## src/rtl/reg_display_scanner_if.sv

```systemverilog
// Register-file debug port bundle for reg_display_scanner.
//   dispSel : register index presented to the regfile debug port
//   dispDat : register value returned combinationally for dispSel
// Modports:
//   master : scanner side (drives dispSel, reads dispDat)
//   slave  : regfile side (reads dispSel, drives dispDat)
interface reg_display_scanner_if;
  logic [4:0]  dispSel;
  logic [31:0] dispDat;

  modport master (output dispSel, input dispDat);
  modport slave  (input dispSel, output dispDat);
endinterface

```

## src/rtl/reg_display_scanner.sv

```systemverilog
// reg_display_scanner: shows one 32-bit register as 8 hex digits on a
// multiplexed seven-segment display. Each frame selects a register index,
// captures its value into a shadow register, then scans the 8 digits.
//
// Ports:
//   clk      : system clock, rising edge
//   reset    : asynchronous active-low reset
//   sel_in   : manual register index (switches)
//   auto     : 1 = auto-scan registers, 0 = manual index
//   hold     : 1 = freeze the auto-scan index and frame counter
//   dbg      : regfile debug port (dispSel out, dispDat in)
//   an       : digit anodes, active-low, an[0] = rightmost
//   seg      : cathodes {g,f,e,d,c,b,a}, active-low
//   dp       : decimal point, active-low (lit on digit 4)
//   cur_idx  : index of the register held in the shadow
//
// Parameters:
//   REFRESH_DIV : clk cycles each digit is lit (2..2^20)
//   SCAN_FRAMES : frames shown per register in auto mode (1..2^16)
//
// Build option:
//   DISP_AUTOSCAN_EN : when defined, auto/hold select an auto-incrementing
//                      index with a frame counter; otherwise both inputs are
//                      ignored and the index is always sel_in.
module reg_display_scanner #(
  parameter int unsigned REFRESH_DIV = 100000,
  parameter int unsigned SCAN_FRAMES = 500
) (
  input  logic                  clk,
  input  logic                  reset,
  input  logic [4:0]            sel_in,
  input  logic                  auto,
  input  logic                  hold,
  reg_display_scanner_if.master dbg,
  output logic [7:0]            an,
  output logic [6:0]            seg,
  output logic                  dp,
  output logic [4:0]            cur_idx
);

  localparam logic [1:0] SEL     = 2'd0;
  localparam logic [1:0] CAPTURE = 2'd1;
  localparam logic [1:0] SCAN    = 2'd2;

  localparam int unsigned RW = $clog2(REFRESH_DIV);
  localparam logic [RW-1:0] REF_LAST = RW'(REFRESH_DIV - 1);

  logic [1:0]    state;
  logic [RW-1:0] ref_cnt;
  logic [2:0]    digit;
  logic [31:0]   shadow;
  logic [4:0]    sel_q;
  logic [4:0]    next_sel;
  logic          frame_done;
  logic [3:0]    nibble;

  assign dbg.dispSel = sel_q;
  assign frame_done  = (state == SCAN) && (digit == 3'd7) && (ref_cnt == REF_LAST);

`ifdef DISP_AUTOSCAN_EN
  localparam int unsigned FW = (SCAN_FRAMES > 1) ? $clog2(SCAN_FRAMES) : 1;
  localparam logic [FW-1:0] FRAME_LAST = FW'(SCAN_FRAMES - 1);

  logic [4:0]    auto_idx;
  logic [FW-1:0] frame_cnt;

  assign next_sel = auto ? auto_idx : sel_in;

  // Frames are only counted while auto-scanning and not held, so leaving
  // and re-entering auto mode resumes with the retained count and index.
  always_ff @(posedge clk or negedge reset) begin
    if (!reset) begin
      auto_idx  <= '0;
      frame_cnt <= '0;
    end else if (frame_done && auto && !hold) begin
      if (frame_cnt == FRAME_LAST) begin
        frame_cnt <= '0;
        auto_idx  <= auto_idx + 5'd1;
      end else begin
        frame_cnt <= frame_cnt + 1'b1;
      end
    end
  end
`else
  logic unused_auto_ctrl;
  assign unused_auto_ctrl = ^{auto, hold};
  assign next_sel = sel_in;
`endif

  // dispSel is registered as SEL completes, so it is steady for the whole
  // CAPTURE cycle in which the regfile value is latched.
  always_ff @(posedge clk or negedge reset) begin
    if (!reset) begin
      state   <= SEL;
      sel_q   <= '0;
      cur_idx <= '0;
      shadow  <= '0;
      digit   <= '0;
      ref_cnt <= '0;
    end else begin
      case (state)
        SEL: begin
          sel_q <= next_sel;
          state <= CAPTURE;
        end
        CAPTURE: begin
          shadow  <= dbg.dispDat;
          cur_idx <= sel_q;
          digit   <= '0;
          ref_cnt <= '0;
          state   <= SCAN;
        end
        SCAN: begin
          if (ref_cnt == REF_LAST) begin
            ref_cnt <= '0;
            if (digit == 3'd7) begin
              state <= SEL;
            end else begin
              digit <= digit + 3'd1;
            end
          end else begin
            ref_cnt <= ref_cnt + 1'b1;
          end
        end
        default: state <= SEL;
      endcase
    end
  end

  assign nibble = 4'(shadow >> {digit, 2'b00});

  // Outputs decode straight from state so reset blanks the display at once.
  always_comb begin
    an  = 8'hFF;
    seg = 7'h7F;
    dp  = 1'b1;
    if (state == SCAN) begin
      an = ~(8'b1 << digit);
      dp = (digit != 3'd4);
      case (nibble)
        4'h0: seg = 7'b1000000;
        4'h1: seg = 7'b1111001;
        4'h2: seg = 7'b0100100;
        4'h3: seg = 7'b0110000;
        4'h4: seg = 7'b0011001;
        4'h5: seg = 7'b0010010;
        4'h6: seg = 7'b0000010;
        4'h7: seg = 7'b1111000;
        4'h8: seg = 7'b0000000;
        4'h9: seg = 7'b0010000;
        4'hA: seg = 7'b0001000;
        4'hB: seg = 7'b0000011;
        4'hC: seg = 7'b1000110;
        4'hD: seg = 7'b0100001;
        4'hE: seg = 7'b0000110;
        default: seg = 7'b0001110;
      endcase
    end
  end

endmodule

```

## src/flat_wrapper.sv

```systemverilog
// flat-port wrapper written by rule: the top's interface ports become plain ports
module reg_display_scanner_flat 
#(
  parameter int unsigned REFRESH_DIV = 100000,
  parameter int unsigned SCAN_FRAMES = 500
)
  (clk, reset, sel_in, auto, hold, an, seg, dp, cur_idx, dbg_dispSel, dbg_dispDat);
  reg_display_scanner_if dbg_i ();
  input  logic clk;
  input  logic reset;
  input  logic [4:0] sel_in;
  input  logic auto;
  input  logic hold;
  output logic [7:0] an;
  output logic [6:0] seg;
  output logic dp;
  output logic [4:0] cur_idx;
  output wire logic [$bits(dbg_i.dispSel)-1:0] dbg_dispSel;
  input wire logic [$bits(dbg_i.dispDat)-1:0] dbg_dispDat;
  assign dbg_dispSel = dbg_i.dispSel;
  assign dbg_i.dispDat = dbg_dispDat;
  reg_display_scanner #(.REFRESH_DIV(REFRESH_DIV), .SCAN_FRAMES(SCAN_FRAMES)) u_core (.clk(clk), .reset(reset), .sel_in(sel_in), .auto(auto), .hold(hold), .dbg(dbg_i), .an(an), .seg(seg), .dp(dp), .cur_idx(cur_idx));
endmodule
```

## config.mk

```make
export PLATFORM = sky130hd
export DESIGN_NAME = reg_display_scanner_flat
export DESIGN_NICKNAME = d
export VERILOG_FILES = /design/src/rtl/reg_display_scanner_if.sv /design/src/rtl/reg_display_scanner.sv /design/src/flat_wrapper.sv
export SDC_FILE = /design/constraint.sdc
export NUM_CORES = 1
export LEC_CHECK = 0
export ABC_AREA = 1
export ABC_CLOCK_PERIOD_IN_PS = 1900
export CAP_MARGIN = 25
export CORE_MARGIN = 1.5
export CORE_UTILIZATION = 40
export CTS_CLUSTER_DIAMETER = 200
export CTS_CLUSTER_SIZE = 24
export DETAILED_ROUTE_END_ITERATION = 6
export PLACE_DENSITY = 0.66
export REMOVE_ABC_BUFFERS = 1
export SLEW_MARGIN = 20
export SYNTH_ARGS = -nofsm -noshare
export SYNTH_HDL_FRONTEND = slang
export SYNTH_SLANG_ARGS = --single-unit
```

## constraint.sdc

```tcl
create_clock -name clk -period 1.9 [get_ports clk]
set_input_delay 0.38 -clock clk [delete_from_list [all_inputs] [get_ports clk]]
set_output_delay 0.38 -clock clk [all_outputs]
set_load 0.02 [all_outputs]
```

==> results of run 1 <==
[metal layers]
layer | track usage [%] | wire (um) | vias up
met1 | 23.7 | 4110 | 1574
met3 | 5.44 | 480 | 16
li1 | - | - | 1723
met5 | 0 | 0 | -
met4 | 6.70 | 167 | 0
met2 | 33.7 | 4500 | 82
[cells in the mapped netlist, drive strengths merged]
cell type    n
a21boi       1
a21oi       11
buf          8
clkbuf      10
dfrtp       64
ha          17
inv         68
nand2      134
nand3       59
nand4        9
nor2        35
nor3         5
o211ai       1
o21ai       47
or2          1
xor2         4
[cells by family (layout without fill, tap and decap cells)]
logic type	after synthesis	in the layout	synth area share, %
XOR/XNOR	4	4	0.970
AO/OA/AOI/OAI	60	60	8.56
adder cells (fa/ha/maj)	17	17	5.89
buffers and inverters	86	198	9.78
flip-flops	64	64	44.4
AND/OR/NAND/NOR	243	244	30.4
[sequential cells by signal, indices dropped and copies added (netlist names)]
register	flops
u_core.cur_idx	5
u_core.state	2
u_core.shadow	32
u_core.dbg.dispSel	5
u_core.ref_cnt	17
u_core.digit	3
[worst max-delay path, stage by stage, from the launching register on]
cell        delay [ns]
dfrtp_2           0.47
clkinvlp_4        0.18
nand2_2           0.11
nand3_2           0.08
nand2_1           0.08
nand2_1           0.06
nand2_2           0.12
ha_4              0.16
buf_6             0.10
nand2_2           0.04
nand2_1           0.05
nand2_1           0.04
nand3_1           0.07
buf_6             0.12
[timing repair]
item	4_1_cts	5_1_grt
setup buffers	6	3
setup endpoints to repair	16	25
pin swaps	25	23
cloned	2	1
resized for setup	138	33
[area by class of cell]
| cell class | count | area (sq um) | share of cell area, % |
|---|---|---|---|
| Clock inverter | 3 | 17.5 | 0.334 |
| Timing Repair inverter | 1 | 7.51 | 0.143 |
| Sequential cell | 64 | 1600 | 30.6 |
| Clock buffer | 12 | 155 | 2.96 |
| Timing Repair Buffer | 114 | 1070 | 20.5 |
| Tap cell | 108 | 135 | 2.58 |
| Multi-Input combinational cell | 325 | 1980 | 37.8 |
| Inverter | 68 | 268 | 5.11 |
[cells in the final DEF, fill, tap and decap left out, types with 2 or more instances in the layout]
cell type,count
nand2_1,110
dfrtp_1,63
inv_1,57
clkdlybuf4s50_1,47
buf_4,43
o21ai_0,41
nand3_1,31
nor2_1,30
nand3_2,24
nand2_2,20
buf_6,16
clkbuf_8,11
a21oi_1,10
nand4_1,9
ha_4,7
inv_2,6
o21ai_1,6
inv_4,5
nand2_4,5
ha_1,5
ha_2,5
nand3_4,4
xor2_1,4
nor3_1,4
buf_2,4
nor2_4,3
clkinv_2,2
clkinvlp_4,2
buf_12,2
[power groups by stage]
stage          combinational, mW  sequential, mW  clock [mW]
2_1_floorplan              0.112            1.46           0
3_3_place_gp               0.319            1.45           0
3_5_place_dp               0.323            1.45           0
4_1_cts                    0.356            1.42        1.07
5_1_grt                    0.404            1.43        1.14
6_report                   0.369            1.42        1.05
[worst max-delay path by stage]
stage	endpoint	cells past startpoint
floorplan	seg[2]	9
global placement	seg[2]	10
detailed placement	seg[5]	12
CTS	seg[0]	13
global route	seg[0]	13
finish	seg[0]	13
==> out/metrics.yaml, run 1 <==
run:
  cap_violations: 0
global_routing:
  grt_pass1_vias: 3412
  grt_max_degree: 71
  antenna_found_initial: 0
  grt_usage_pct: 19.6
  grt_pass1_wl_um: 15400
  overflow: 0
worst_setup_path:
  rr_endpoint: "u_core.digit[0]$_DFFE_PN0P_"
  r2r-start: "u_core.digit[0]$_DFFE_PN0P_"
  start_kind: "register"
  reg2reg_setup_slack_ns: 0.05
  criticalPathCategory: "reg -> out"
  critPathArrivalTime_ns: 2.04
  crit_required_ns: 1.52
  worstPathMaxFanout: 5
  reg2regPathDepth: 10
  end_kind: "primary output"
  crit_start: "u_core.digit[0]$_DFFE_PN0P_"
yosys:
  netlist.area_leader.share_pct: 44.4
  avgSynthCellArea_sq_um: 7.62
  ys_seq_elements: 64
  synth_area_leader_cell: "dfrtp_1"
  synth_area_sq_mm: 0.00361
  syn_inst: 474
  synth-seq-area-share_pct: 44.4
  yosys_warnings: 0
  ys_types: 30
  netlist_top_cells_area: "dfrtp_1 44%, nand2_1 13%, nand3_1 7.8%, inv_1 6.2%, ha_1 5.9%"
placed_design:
  place_ws_ns: -0.713
  place_hpwl_um: 6230
  dp.cells: 668
  gp_congestion: 0.860
  port_buffers: 64
  place_area_sq_mm: 0.00461
pwr:
  power_frac_seq_pct: 50.0
  power_density_mw_per_mm2: 542
  p_int_mw: 2.12
  power_switching_share_pct: 25.3
  p_sw_mw: 0.720
  power.share.clock_pct: 37.0
  power.leakage_nw: 2.49
  share_comb_of_total_power_pct: 13.0
  power_mw: 2.84
  ir_worst_vdd_mv: 0.409
timing:
  rsz0062_at_grt: "true"
  setup_tns_ns: -3.92
  fmax_mhz: 413
  hold_viol: 0
  fin_ws_ns: -0.520
  tightest_slew_ns: 0.448
  finalCritPeriodShare_pct: 127
  setup_violations: 11
  min_period_ns: 2.42
  hold_slack_ns: 0.0478
  drv_slew: 0
  finClkSkew_ns: 0.0106
  relSlewSlack_pct: 70.1
clock_network:
  cts_buffer_depth: 2
  cts_tree: "yes"
  htreeDepth: 3
  clkTransAtPathRegs_ns: 0.07
  clock-sinks: 64
  clkLatencyLatePin_ns: 0.35
  hold_buffers: 0
  cts_made_buffers: 9
  clock-root-buffer: "clkbuf_8"
finish:
  fillerInstances: 739
  area_delta_synth_final_pct: 45.2
  drive_gt1_share_pct: 28.4
  n_antenna_cell: 0
  layout.cells.non_filler: 695
  nets: 641
  design_area_sq_mm: 0.00524
  post-route-util_pct: 60.1
die:
  rows: 34
  start_util_pct: 41.4
  coreArea_sq_mm: 0.00872
  fp.dieW_um: 98.0
  die-area_sq_mm: 0.00960
  ios: 67
  die_h_um: 98.0
run_status:
  failed_checks: "negative setup slack"
  status: "finished, violations left"
route:
  wire_per_inst_um: 13.3
  vias: 3395
  via_per_inst: 4.88
  dr.pass1.iters: 4
  ant_nets: 0
  drt-total-wl_um: 9260
  drt-initial-drc-count: 142
  drc: 0
worst_hold_path:
  hold_path.class: "in -> async"
Note: power is estimated with default switching activity, not from simulation.
==> inputs of run 2 (changes only) <==
CORE_ASPECT_RATIO = 1.2   (was not set)
==> run 2 against run 1 <==
Compared with the run above:
- the flow still finishes with violations (negative setup slack)
- die area hardly changed
- critical path depth decreased by 3
- fmax shrank 0.14%
- clock skew grew 0.0019 ns
- power increased by 5.1%
- sequential share of layout area is 0.066 points lower
- wire length is 3.2% higher
- register-to-register slack improved by 0.10 ns
- design area rose by 0.21%
- worst setup slack got worse by 0.0035 ns
- clock power increased by 13%
- core utilization grew 0.57 points
- critical path type unchanged
==> out/metrics.yaml, run 2 (synthesis gave the netlist of run 1 again) <==
timing:
  setup_violations: 14
  tightest_slew_ns: 0.455
  rsz0062_at_grt: "true"
  fin_ws_ns: -0.524
  relSlewSlack_pct: 69.7
  finalCritPeriodShare_pct: 128
  hold_viol: 0
  drv_slew: 0
  min_period_ns: 2.42
  fmax_mhz: 413
  setup_tns_ns: -5.23
  finClkSkew_ns: 0.0125
run:
  cap_violations: 0
worst_setup_path:
  rr_endpoint: "u_core.digit[1]$_DFFE_PN0P_"
  start_kind: "register"
  reg2regPathDepth: 9
  crit_required_ns: 1.52
  slowest_delay_ns: 0.46
  end_kind: "primary output"
  crit_buf_inv: 3
  worstPathMaxFanout: 10
  r2r-start: "u_core.digit[0]$_DFFE_PN0P_"
  crit_chain: "clkinvlp_4 -> buf_4 -> nand2_1 -> nand3_2 -> nand3_4 -> nand2_4 -> nand2_1 -> nand3_1 -> nand3_1 -> buf_2"
  critPathArrivalTime_ns: 2.04
  critPathTopFamily: "simple AND/OR/NAND/NOR gates"
  cp_slowest_cell: "dfrtp_2"
  criticalPathCategory: "reg -> out"
  reg2reg_setup_slack_ns: 0.15
route:
  dr.pass1.iters: 5
  via_per_inst: 4.92
  wire_per_inst_um: 13.6
  ant_nets: 0
  vias: 3456
  drt-initial-drc-count: 177
  drt-total-wl_um: 9550
  drc: 0
global_routing:
  grt_pass1_wl_um: 15600
  antenna_found_initial: 0
  grt_pass1_vias: 3444
  grt_usage_pct: 20.0
  overflow: 0
  grt_max_degree: 61
worst_hold_path:
  hold_path.class: "in -> async"
finish:
  regMostFlops: "u_core.shadow"
  n_antenna_cell: 0
  layout.cells.non_filler: 703
  fillerInstances: 773
  multi_input_area_sq_mm: 0.00192
  layout_common_cells: "115 x nand2_1, 63 x dfrtp_1, 58 x inv_1"
  layout.area.seq_sq_mm: 0.00160
  final_common_cell: "nand2_1"
  reg_top3: "u_core.shadow x32, u_core.ref_cnt x17"
  nets: 639
  largest_reg_flops: 32
  drive_gt1_share_pct: 26.6
  area_delta_synth_final_pct: 45.5
clock_network:
  cts_tree: "yes"
  clkLatencyLatePin_ns: 0.35
  cts_made_buffers: 9
  clock-root-buffer: "clkbuf_8"
  clock-sinks: 64
  cts_buffer_depth: 2
  clkTransAtPathRegs_ns: 0.08
  htreeDepth: 3
placed_design:
  place_hpwl_um: 6440
  port_buffers: 64
  gp_congestion: 0.898
  dp.cells: 676
run_status:
  failed_checks: "negative setup slack"
  status: "finished, violations left"
pwr:
  ir_worst_vdd_mv: 0.488
  power_density_mw_per_mm2: 569
  power.leakage_nw: 2.50
  power_mw: 2.99
die:
  die-area_sq_mm: 0.00961
  die_h_um: 107
  fp.dieW_um: 89.7
  ios: 67
  rows: 37
  start_util_pct: 41.7
  coreArea_sq_mm: 0.00866
==> run 2: worst max-delay path by stage <==
stage	depth (start not counted)	to	slack [ns]	start
final	10	seg[1]	-0.52	u_core.digit[0]$_DFFE_PN0P_
after global routing	12	seg[0]	-0.63	u_core.digit[0]$_DFFE_PN0P_
after CTS	13	seg[0]	-0.48	u_core.digit[0]$_DFFE_PN0P_
after detailed placement	12	seg[0]	-0.64	u_core.digit[0]$_DFFE_PN0P_
after global placement	10	seg[2]	-0.61	u_core.digit[0]$_DFFE_PN0P_
after floorplan	9	seg[2]	-0.41	u_core.digit[0]$_DFFE_PN0P_
==> run 2: cell type report <==
type	count	share of cell area [%]
well taps	117	2.79
repair buffers	113	21.2
clock inverters	6	1.31
multi-input cells	324	36.6
flip-flops and latches	64	30.5
clock buffers	10	2.43
inverters	68	5.05
repair inverters	1	0.143
==> run 2: per-layer routing <==
| layer | vias up | GRT usage (%) | share of wire [%] |
|---|---|---|---|
| met5 | - | 0 | 0 |
| met4 | 0 | 8.05 | 1.6 |
| met3 | 12 | 4.04 | 4.4 |
| met2 | 86 | 36.6 | 52 |
| met1 | 1644 | 22.9 | 42 |
| li1 | 1714 | - | - |
==> run 2: report_power, final <==
group          internal [mW]  total [mW]  leakage, nW  switching [mW]
sequential              1.41        1.42        0.767          0.0148
combinational          0.194       0.380         1.64           0.187
clock                  0.613        1.19       0.0968           0.574
total                   2.21        2.99         2.50           0.775
==> run 2: metrics by stage <==
step / instance area (sq um) / hold WS (ns) / utilization, % / setup WS, ns
floorplan: 3510 / 0.0844 / - / -0.413
global placement: 4630 / 0.349 / 53.5 / -0.612
detailed placement: 4630 / 0.354 / 53.5 / -0.637
CTS: 5010 / 0.509 / 57.9 / -0.480
global route: 5250 / 0.548 / 60.7 / -0.631
finish: 5250 / 0.499 / 60.7 / -0.524
==> run 2: timing repair <==
item,CTS,global route
pin swaps,15,17
buffers inserted,5,3
resized for setup,119,45
gates cloned,1,1
hold buffers,1,0
endpoints found under the hold margin,17,0
endpoints found under the setup margin,16,22
